### config.mk
export PLATFORM = sky130hd
export DESIGN_NAME = npu_mac_sched
export DESIGN_NICKNAME = d
export VERILOG_FILES = /design/src/rtl/npu_ctrl_pkg.sv /design/src/rtl/npu_edge_det.sv /design/src/rtl/npu_mac_sched.sv
export SDC_FILE = /design/constraint.sdc
export NUM_CORES = 1
export LEC_CHECK = 0
export ABC_CLOCK_PERIOD_IN_PS = 1900
export CAP_MARGIN = 15
export CORE_UTILIZATION = 47
export CTS_CLUSTER_DIAMETER = 120
export CTS_CLUSTER_SIZE = 20
export DETAILED_ROUTE_END_ITERATION = 12
export PLACE_DENSITY = 0.76
export RECOVER_POWER = 25
export SYNTH_ARGS = -nofsm -noshare
export SYNTH_HDL_FRONTEND = slang
export SYNTH_SLANG_ARGS = --single-unit
### constraint.sdc
create_clock -name clk -period 1.9 [get_ports clk]
set_input_delay 0.19 -clock clk [delete_from_list [all_inputs] [get_ports clk]]
set_output_delay 0.19 -clock clk [all_outputs]
set_load 0.02 [all_outputs]
### src/rtl/npu_ctrl_pkg.sv
// Shared definitions for the NPU filter MAC job controller.
package npu_ctrl_pkg;

  typedef enum logic [2:0] {
    S_IDLE  = 3'd0,
    S_CLR   = 3'd1,
    S_ACC   = 3'd2,
    S_WAIT  = 3'd3,
    S_STORE = 3'd4,
    S_DONE  = 3'd5
  } state_e;

  // Stored results are clamped to the 8-bit LED range.
  localparam int SAT_MAX = 255;
  localparam int SAT_MIN = 0;

  localparam int N_TAPS_DEF    = 8;
  localparam int N_OUT_DEF     = 4;
  localparam int MAX_RETRY_DEF = 2;

endpackage

### src/rtl/npu_edge_det.sv
// One-bit rising-edge detector; the history register updates every cycle.
module npu_edge_det (
  input  logic clk,
  input  logic rst,
  input  logic d,
  output logic rise
);

  logic d_q;

  // History register, cleared by the synchronous active-low reset.
  always_ff @(posedge clk) begin
    if (!rst) d_q <= 1'b0;
    else      d_q <= d;
  end

  assign rise = d & ~d_q;

endmodule

### src/rtl/npu_mac_sched.sv
// Job controller for the shared MAC datapath of the NPU filter.
// Computes N_OUT outputs of N_TAPS taps each, retries outputs whose
// computation saw a MAC/multiplier error, and buffers saturated results
// for stepping onto the LED bus.
//
// state | meaning
// IDLE  | waiting for a start edge; next edges step the read pointer
// CLR   | clear accumulator, reset tap counter and error flag
// ACC   | one tap per cycle, N_TAPS cycles
// WAIT  | datapath registers the final product
// STORE | retry on error, else write saturated result
// DONE  | one-cycle completion pulse
module npu_mac_sched
  import npu_ctrl_pkg::*;
#(
  parameter int N_TAPS    = N_TAPS_DEF,
  parameter int N_OUT     = N_OUT_DEF,
  parameter int ACC_W     = 16,
  parameter int SA_W      = 4,
  parameter int MAX_RETRY = MAX_RETRY_DEF
) (
  input  logic                          clk,
  input  logic                          rst,
  input  logic                          start,
  input  logic [1:0]                    c_select,
  input  logic                          next,
  input  logic                          err_mac,
  input  logic                          err_mult,
  input  logic signed [ACC_W-1:0]       acc_in,
  output logic                          mac_clr,
  output logic                          mac_en,
  output logic [2+$clog2(N_TAPS)-1:0]   coef_addr,
  output logic [SA_W-1:0]               samp_addr,
  output logic [7:0]                    led,
  output logic                          busy,
  output logic                          done,
  output logic                          fault
);

  localparam int TW = $clog2(N_TAPS);
  localparam int OW = $clog2(N_OUT);
  localparam int RW = $clog2(MAX_RETRY + 1);

  localparam logic [2:0] ST_IDLE  = S_IDLE;
  localparam logic [2:0] ST_CLR   = S_CLR;
  localparam logic [2:0] ST_ACC   = S_ACC;
  localparam logic [2:0] ST_WAIT  = S_WAIT;
  localparam logic [2:0] ST_STORE = S_STORE;
  localparam logic [2:0] ST_DONE  = S_DONE;

  localparam logic signed [ACC_W-1:0] SAT_HI = ACC_W'(SAT_MAX);
  localparam logic signed [ACC_W-1:0] SAT_LO = ACC_W'(SAT_MIN);

  logic [2:0]    state_q;
  logic [1:0]    sel_q;
  logic [OW-1:0] out_idx;
  logic [TW-1:0] tap;
  logic [RW-1:0] retry;
  logic          err_flag;
  logic [OW-1:0] rd_ptr;
  logic [7:0]    res_buf [N_OUT];

  logic start_rise;
  logic next_rise;
  logic err_any;
  logic [7:0] acc_sat;

  npu_edge_det u_start_edge (
    .clk  (clk),
    .rst  (rst),
    .d    (start),
    .rise (start_rise)
  );

  npu_edge_det u_next_edge (
    .clk  (clk),
    .rst  (rst),
    .d    (next),
    .rise (next_rise)
  );

  assign err_any = err_mac | err_mult;

  // Clamp the signed accumulator into the unsigned 8-bit result range.
  always_comb begin
    acc_sat = acc_in[7:0];
    if (acc_in < SAT_LO)      acc_sat = 8'(SAT_MIN);
    else if (acc_in > SAT_HI) acc_sat = 8'(SAT_MAX);
  end

  // Strobes and addresses are decoded from state; addresses idle at zero.
  always_comb begin
    mac_clr   = (state_q == ST_CLR);
    mac_en    = (state_q == ST_ACC);
    coef_addr = '0;
    samp_addr = '0;
    if (state_q == ST_ACC) begin
      coef_addr = {sel_q, tap};
      samp_addr = SA_W'(out_idx) + SA_W'(tap);
    end
  end

  assign busy = (state_q != ST_IDLE);
  assign done = (state_q == ST_DONE);
  assign led  = res_buf[rd_ptr];

  // Job sequencing, retry bookkeeping and result buffer writes.
  always_ff @(posedge clk) begin
    if (!rst) begin
      state_q  <= ST_IDLE;
      sel_q    <= '0;
      out_idx  <= '0;
      tap      <= '0;
      retry    <= '0;
      err_flag <= 1'b0;
      rd_ptr   <= '0;
      fault    <= 1'b0;
      for (int i = 0; i < N_OUT; i++) res_buf[i] <= '0;
    end else begin
      case (state_q)
        ST_IDLE: begin
          if (start_rise) begin
            sel_q   <= c_select;
            out_idx <= '0;
            retry   <= '0;
            rd_ptr  <= '0;
            fault   <= 1'b0;
            state_q <= ST_CLR;
          end else if (next_rise) begin
            rd_ptr <= rd_ptr + 1'b1;
          end
        end

        ST_CLR: begin
          tap      <= '0;
          err_flag <= 1'b0;
          state_q  <= ST_ACC;
        end

        ST_ACC: begin
          err_flag <= err_flag | err_any;
          tap      <= tap + 1'b1;
          if (tap == TW'(N_TAPS - 1)) state_q <= ST_WAIT;
        end

        ST_WAIT: begin
          err_flag <= err_flag | err_any;
          state_q  <= ST_STORE;
        end

        ST_STORE: begin
          if (err_flag && (retry < RW'(MAX_RETRY))) begin
            retry   <= retry + 1'b1;
            state_q <= ST_CLR;
          end else begin
            res_buf[out_idx] <= acc_sat;
            retry            <= '0;
            if (err_flag) fault <= 1'b1;
            if (out_idx == OW'(N_OUT - 1)) begin
              state_q <= ST_DONE;
            end else begin
              out_idx <= out_idx + 1'b1;
              state_q <= ST_CLR;
            end
          end
        end

        ST_DONE: state_q <= ST_IDLE;

        default: state_q <= ST_IDLE;
      endcase
    end
  end

endmodule

==> metrics.md <==
| Metric | Value |
|---|---|
| FF+latch count, synth | 52 |
| Worst hold path depth | 3 |
| Worst r2r src | state_q[1]$_SDFFE_PN0P_ |
| Total CTS buffers | 5 |
| # H-tree levels | 2 |
| Synth Cell Area | 0.00243 sq mm |
| Post-DP HPWL | 3590 um |
| CP peak stage delay | 480 ps |
| Synth Area per Inst | 11.1 sq um |
| Via count | 1829 |
| Total congestion overflow | 0 |
| CTS max path bufs | 2 |
| Post-Syn Nets | 250 |
| Final wirelength | 4930 um |
| Chip Width | 74.0 um |
| Leakage | 1.27 nW |
| FF-to-FF End | res_buf[1][6]$_SDFFCE_PN0P_ |
| CP Launch Type | register |
| Crit path max-delay cell type | mux4_2 |
| Min-Delay Endpoint | sel_q[0]$_SDFFE_PN0P_ |
| Multi-input gate area | 0.00101 sq mm |
| Fmax | 0.548 GHz |
| Power per Cell Area | 733 mW/mm^2 |
| Cell Chain, Critical Path | buf_12 -> mux4_2 -> dlygate4sd2_1 |
| GRT Util Overall | 20.1% |
| TritonCTS clock tree | yes |
| DRC viols | 0 |
| Area Overhead vs Synth | 33.4% |
| Core ar. | 0.00485 sq mm |
| Routed Antenna Nets | 0 |
| Starting Density | 50.2% |
| Max-slew violation count | 0 |
| YS warnings | 0 |
| Library cells used by synthesis | 38 |
| Peak supply drop | 0.345 mV |
| Seq/Total Area, Yosys | 55.9% |
| Nets | 318 |
| CTS root buffer | clkbuf_8 |
| First drt pass iteration count | 4 |
| Filler cell count in the final layout | 388 |
| Final Hold Viols | 0 |
| # diodes | 0 |
| Number of port buffers | 45 |
| FF+latch area | 0.00136 sq mm |
| Vias per cell | 5.14 |
| Max cap viols | 0 |
| Number of enable flip-flop cells after synthesis | 32 |
| Final clock skew | 7.10 ps |
| Unrepaired setup endpoints after global routing | no |
| First-pass GRT wire length | 8010 um |
| Worst-skew pair later-pin latency | 300 ps |
| Kind of critical path | reg2out |
| DIE AREA | 0.00547 sq mm |
| Clock slew at reported path FFs | 80 ps |
| Worst R2R Path Depth | 5 |
| Boundary pin count | 46 |
| Number of global-route vias before repair | 1762 |
| Placed cell areas | 0.00316 sq mm |
| Top_reg_cell synth | edfxtp_1 |
| Crit Path Max Fanout | 8 |
| Cells after Synth | 220 |
| Period utilization | 96.1% |
| Layout cells sized above 1 | 17.6% |
| Post-synth ARST share | 0% |
| CTS Sinks | 52 |
| Period minus WS final | 1830 ps |
| Largest net degree at the start of global routing | 16 |
| Crit path DAT | 1640 ps |
| WL/cell | 13.8 um |
| R2r setup slk | 110 ps |
| Critical Path End Type | output port |
| Setup TNS Final | 0 ps |
| Hold wc startpoint | c_select[0] |
| Setup violations, final | 0 |
| Die Y | 74.0 um |
| Antenna violations before repair | 0 |
| Final GP Congestion | 0.787 |
| Hold WC Path Type | in2reg |
| Outcome | finished clean |
| Design area | 0.00325 sq mm |
| Worst-Margin Slew | 539 ps |
| Req. time, crit path | 1710 ps |
| Row count | 25 |
| Initial DRC Count | 128 |
| Max_slew headroom | 64.1% |
[placed cells by master (no fill, tap or decap), drive strengths merged, types with 7 or more instances in the layout]
cell and n:
clkbuf 15, buf 24, nand2 9, edfxtp 32, nor3 9, nor2 40
dfxtp 20, a21oi 9, o21ai 11, dlygate4sd2 11, clkdlybuf4s15 7, inv 14
mux4 8, clkdlybuf4s50 23
[cells by family (layout without fill, tap and decap cells)]
kind of cell	after synthesis	in the layout	synth area share, %
fa+ha+maj	6	6	3.39
buf+inv	27	96	4.37
xor+xnor	2	2	0.720
flops	52	52	55.9
compound gates	31	31	7.81
mux	11	11	8.68
simple gates	91	91	19.1
[cell usage after synthesis (all sizes together), types with 3 or more instances]
| cell | count | area share [%] |
|---|---|---|
| nor3 | 9 | 1.8 |
| inv | 14 | 2.2 |
| clkbuf | 7 | 1.1 |
| nand2b | 5 | 1.3 |
| and2 | 6 | 1.5 |
| nor2 | 40 | 6.2 |
| nand2 | 9 | 1.4 |
| nor2b | 4 | 1.0 |
| buf | 6 | 1.1 |
| o21ai | 11 | 2.3 |
| mux4 | 8 | 7.4 |
| or3b | 4 | 1.4 |
| o22a | 3 | 1.1 |
| dfxtp | 20 | 16 |
| nor4 | 3 | 1.4 |
| a21oi | 9 | 1.8 |
| edfxtp | 32 | 39 |
| nand3 | 5 | 1.0 |
| ha | 5 | 2.6 |
[critical path: cells and delay by family, from the launching register on]
| family | cells | cell delay, ps |
|---|---|---|
| buffers and inverters | 2 | 480 |
| flip-flops | 1 | 370 |
| multiplexers | 1 | 480 |
[metrics by stage]
stage                     utilization, %  power [mW]  hold slack, ps  std cells  setup slack, ps
after floorplan                        -        1.50             312        220             18.8
after global placement              65.3        1.68             449        346            -53.8
after detailed placement            65.3        1.69             450        346            -67.9
after CTS                           67.2        2.40             437        355            0.747
after global routing                67.0        2.47             449        356             5.51
final                               67.0        2.38             447        356             74.5
[routing by layer]
metal / up-vias / global-route usage, % / part of all wire, % / routed length [um]
met1: 857 / 25.2 / 42 / 2090
li1: 912 / - / - / -
met3: 5 / 4.07 / 5.6 / 274
met4: 0 / 8.76 / 1.5 / 74
met2: 55 / 33.8 / 50 / 2490
met5: - / 0 / 0 / 0
[report_power, final]
part | internal (mW) | switching [mW] | leakage (nW)
registers | 1.24 | 0.0263 | 0.493
logic | 0.187 | 0.191 | 0.729
clock network | 0.394 | 0.343 | 0.0524
[final cells by class]
| class | instances | share of cell area, % |
|---|---|---|
| clock buffers | 7 | 2.35 |
| clock inverters | 1 | 0.925 |
| inverters | 14 | 1.62 |
| multi-input cells | 141 | 31.0 |
| flip-flops and latches | 52 | 41.9 |
| well taps | 67 | 2.58 |
| repair buffers | 74 | 19.6 |
[sequential cells by signal, indices dropped and copies added (netlist names), named ones only]
name / flops
err_flag: 1
fault: 1
out_idx: 2
rd_ptr: 2
res_buf: 32
retry: 2
sel_q: 2
state_q: 3
tap: 3
u_next_edge.d_q: 1
u_start_edge.d_q: 1
[repair_timing]
action	in CTS	in global routing
setup endpoints to repair	20	28
hold buffers	0	0
setup buffers	1	1
pin swaps	1	1
gates resized for setup	28	12
[worst max-delay path by stage]
stage / start / end / slack [ps]
2_1_floorplan: state_q[2]$_SDFFE_PN0P_ / res_buf[1][0]$_SDFFCE_PN0P_ / 20
3_3_place_gp: out_idx[0]$_SDFFE_PN0P_ / samp_addr[2] / -50
3_5_place_dp: out_idx[0]$_SDFFE_PN0P_ / samp_addr[2] / -70
4_1_cts: state_q[2]$_SDFFE_PN0P_ / coef_addr[3] / 0.7
5_1_grt: state_q[0]$_SDFFE_PN0P_ / res_buf[2][2]$_SDFFCE_PN0P_ / 6
6_report: register / led[5] / 70
(Power assumes the default switching activity.)
==> variant: new RTL, config.mk and constraints unchanged <==
Set the parameter `SA_W` to 3 (it was 4).
--- a/src/rtl/npu_mac_sched.sv
+++ b/src/rtl/npu_mac_sched.sv
@@ -18,3 +18,3 @@
   parameter int ACC_W     = 16,
-  parameter int SA_W      = 4,
+  parameter int SA_W      = 3,
   parameter int MAX_RETRY = MAX_RETRY_DEF
Interface: changed (resized samp_addr); port bits go from 46 to 45. No check against the original RTL was run, so the function may have changed too.
==> variant against the original RTL <==
Final area about the same. Worst setup slack got worse by 0.015 ns. Total power increased by 7.1%. Worst hold slack improved by 0.0058 ns. Wire length increased by 1.4%. Critical path type unchanged. Synthesized area decreased by 0.82%. Maximum frequency decreased by 0.84%. Sequential cell count unchanged. Die area decreased by 0.80%.
==> variant: results (changes against the original RTL) <==
* Final Core Density: 67.0%, about the same
* DR WL/cell: 14.6 um, +5.2%
* Yosys reg bits: 52, unchanged
* worst reg-to-reg setup slack: 0.08 ns, -0.03 ns
* ClkCell Share: 2.62%, -0.66 points
* run status: finished clean
* dpl hpwl: 3780 um, +5.3%
* placer congestion estimate: 0.746, -5.2%
* Via density: 5.05, -1.7%
* area of all sequential standard cells: 1360 um^2, about the same
* largest net degree at the start of global routing: 17, +1
* part of the power in combinational logic: 25.5%, +9.6 points
* Layout clock buffers: 6, -1
* Pre-antenna DRT Iters: 4, unchanged
* clock network power: 602 uW, -18%
* number of buffers added on ports: 44, -2.2%
* multi-input gates: 131, -7.1%
* commonest cells in the netlist: 32 x edfxtp_1, 31 x nor2_1, 20 x dfxtp_1
* number of instances resized during post-cts repair: 27, -3.6%
* number of global-route vias before repair: 1,669, -5.3%
* Die Width: 73.7 um, -0.40%
* share of the yosys chip area belonging to registers: 56.4%, +0.46 points
* number of violations reported at the end of detailed-routing iteration 0: 52, -59%
* overall routing resource usage: 20.6%, +0.47 points
* fin nets: 304, -4.4%
* share of async-settable or async-resettable flops after synthesis: 0%, unchanged
* share of layout cells above drive strength 1: 22.5%, +4.8 points
* worst slew pin tran: 0.746 ns, +0.208 ns
* Crit path max-delay family: adder cells
* multi-input gate share of total cell area: 30.5%, -0.51 points
* fill cell instance count of the final layout: 387, -0.26%
* clock skew: 0.00236 ns, -0.00474 ns
* Pwr Total: 2550 uW, +7.1%
* inverter count: 10, -4
* maximum fanout encountered on the critical timing path: 2, -6
* post-synth net total: 232, -7.2%
* buffer count from post-CTS setup fixing: 0, -1
* min-delay worst type: reg -> reg
* Slowest cell on crit path: fa_2
* smallest hold slack: 0.453 ns, +0.00580 ns
* cells taking the most area after synthesis: edfxtp_1 40%, dfxtp_1 17%, mux4_2 7.5%
* nonclk buf count: 75, +1.4%
* Cell Count, Final, Fillers Out: 343, -3.7%
* Top FF cell, synth: edfxtp_1
* global-route wire length before repair: 8040 um, +0.35%
* WP data arrival: 1.65 ns
* Max VDD drop: 0.514 mV, +49%
* Netlist cell types: 41, +7.9%
* worst setup timing slack at the placement stage: -0.0290 ns, +0.0390 ns
* post-route minimum period: 1.84 ns, +0.0154 ns
* synthesized netlist cell count: 203, -7.7%
* standby leakage power: 0.00132 uW, +3.2%
* Sw Share: 28.1%, +4.5 points
==> variant: worst paths after layout <==
path | startpoint | end | cells after the start
setup / recovery | out_idx[0]$_SDFFE_PN0P_ | samp_addr[1] | 4
hold / removal | sel_q[0]$_SDFFE_PN0P_ | sel_q[0]$_SDFFE_PN0P_ | 2
setup reg to reg | state_q[2]$_SDFFE_PN0P_ | res_buf[0][6]$_SDFFCE_PN0P_ | 5
hold reg to reg | sel_q[0]$_SDFFE_PN0P_ | sel_q[0]$_SDFFE_PN0P_ | 2
==> variant: kinds of logic after synthesis <==
kind of cell | synth area share [%]
AND/OR/NAND/NOR | 20.7
flip-flops | 56.4
AO/OA/AOI/OAI | 6.63
buffers and inverters | 3.99
multiplexers | 8.70
adder cells (fa/ha/maj) | 2.90
XOR/XNOR | 0.726
==> variant: metal layers <==
layer	GRT usage (%)	vias to the layer above	share of wire [%]
met3	4.25	8	5.3
met1	24.8	805	42
met5	0	-	0
li1	-	862	-
met2	36.2	57	50
met4	7.69	0	1.9
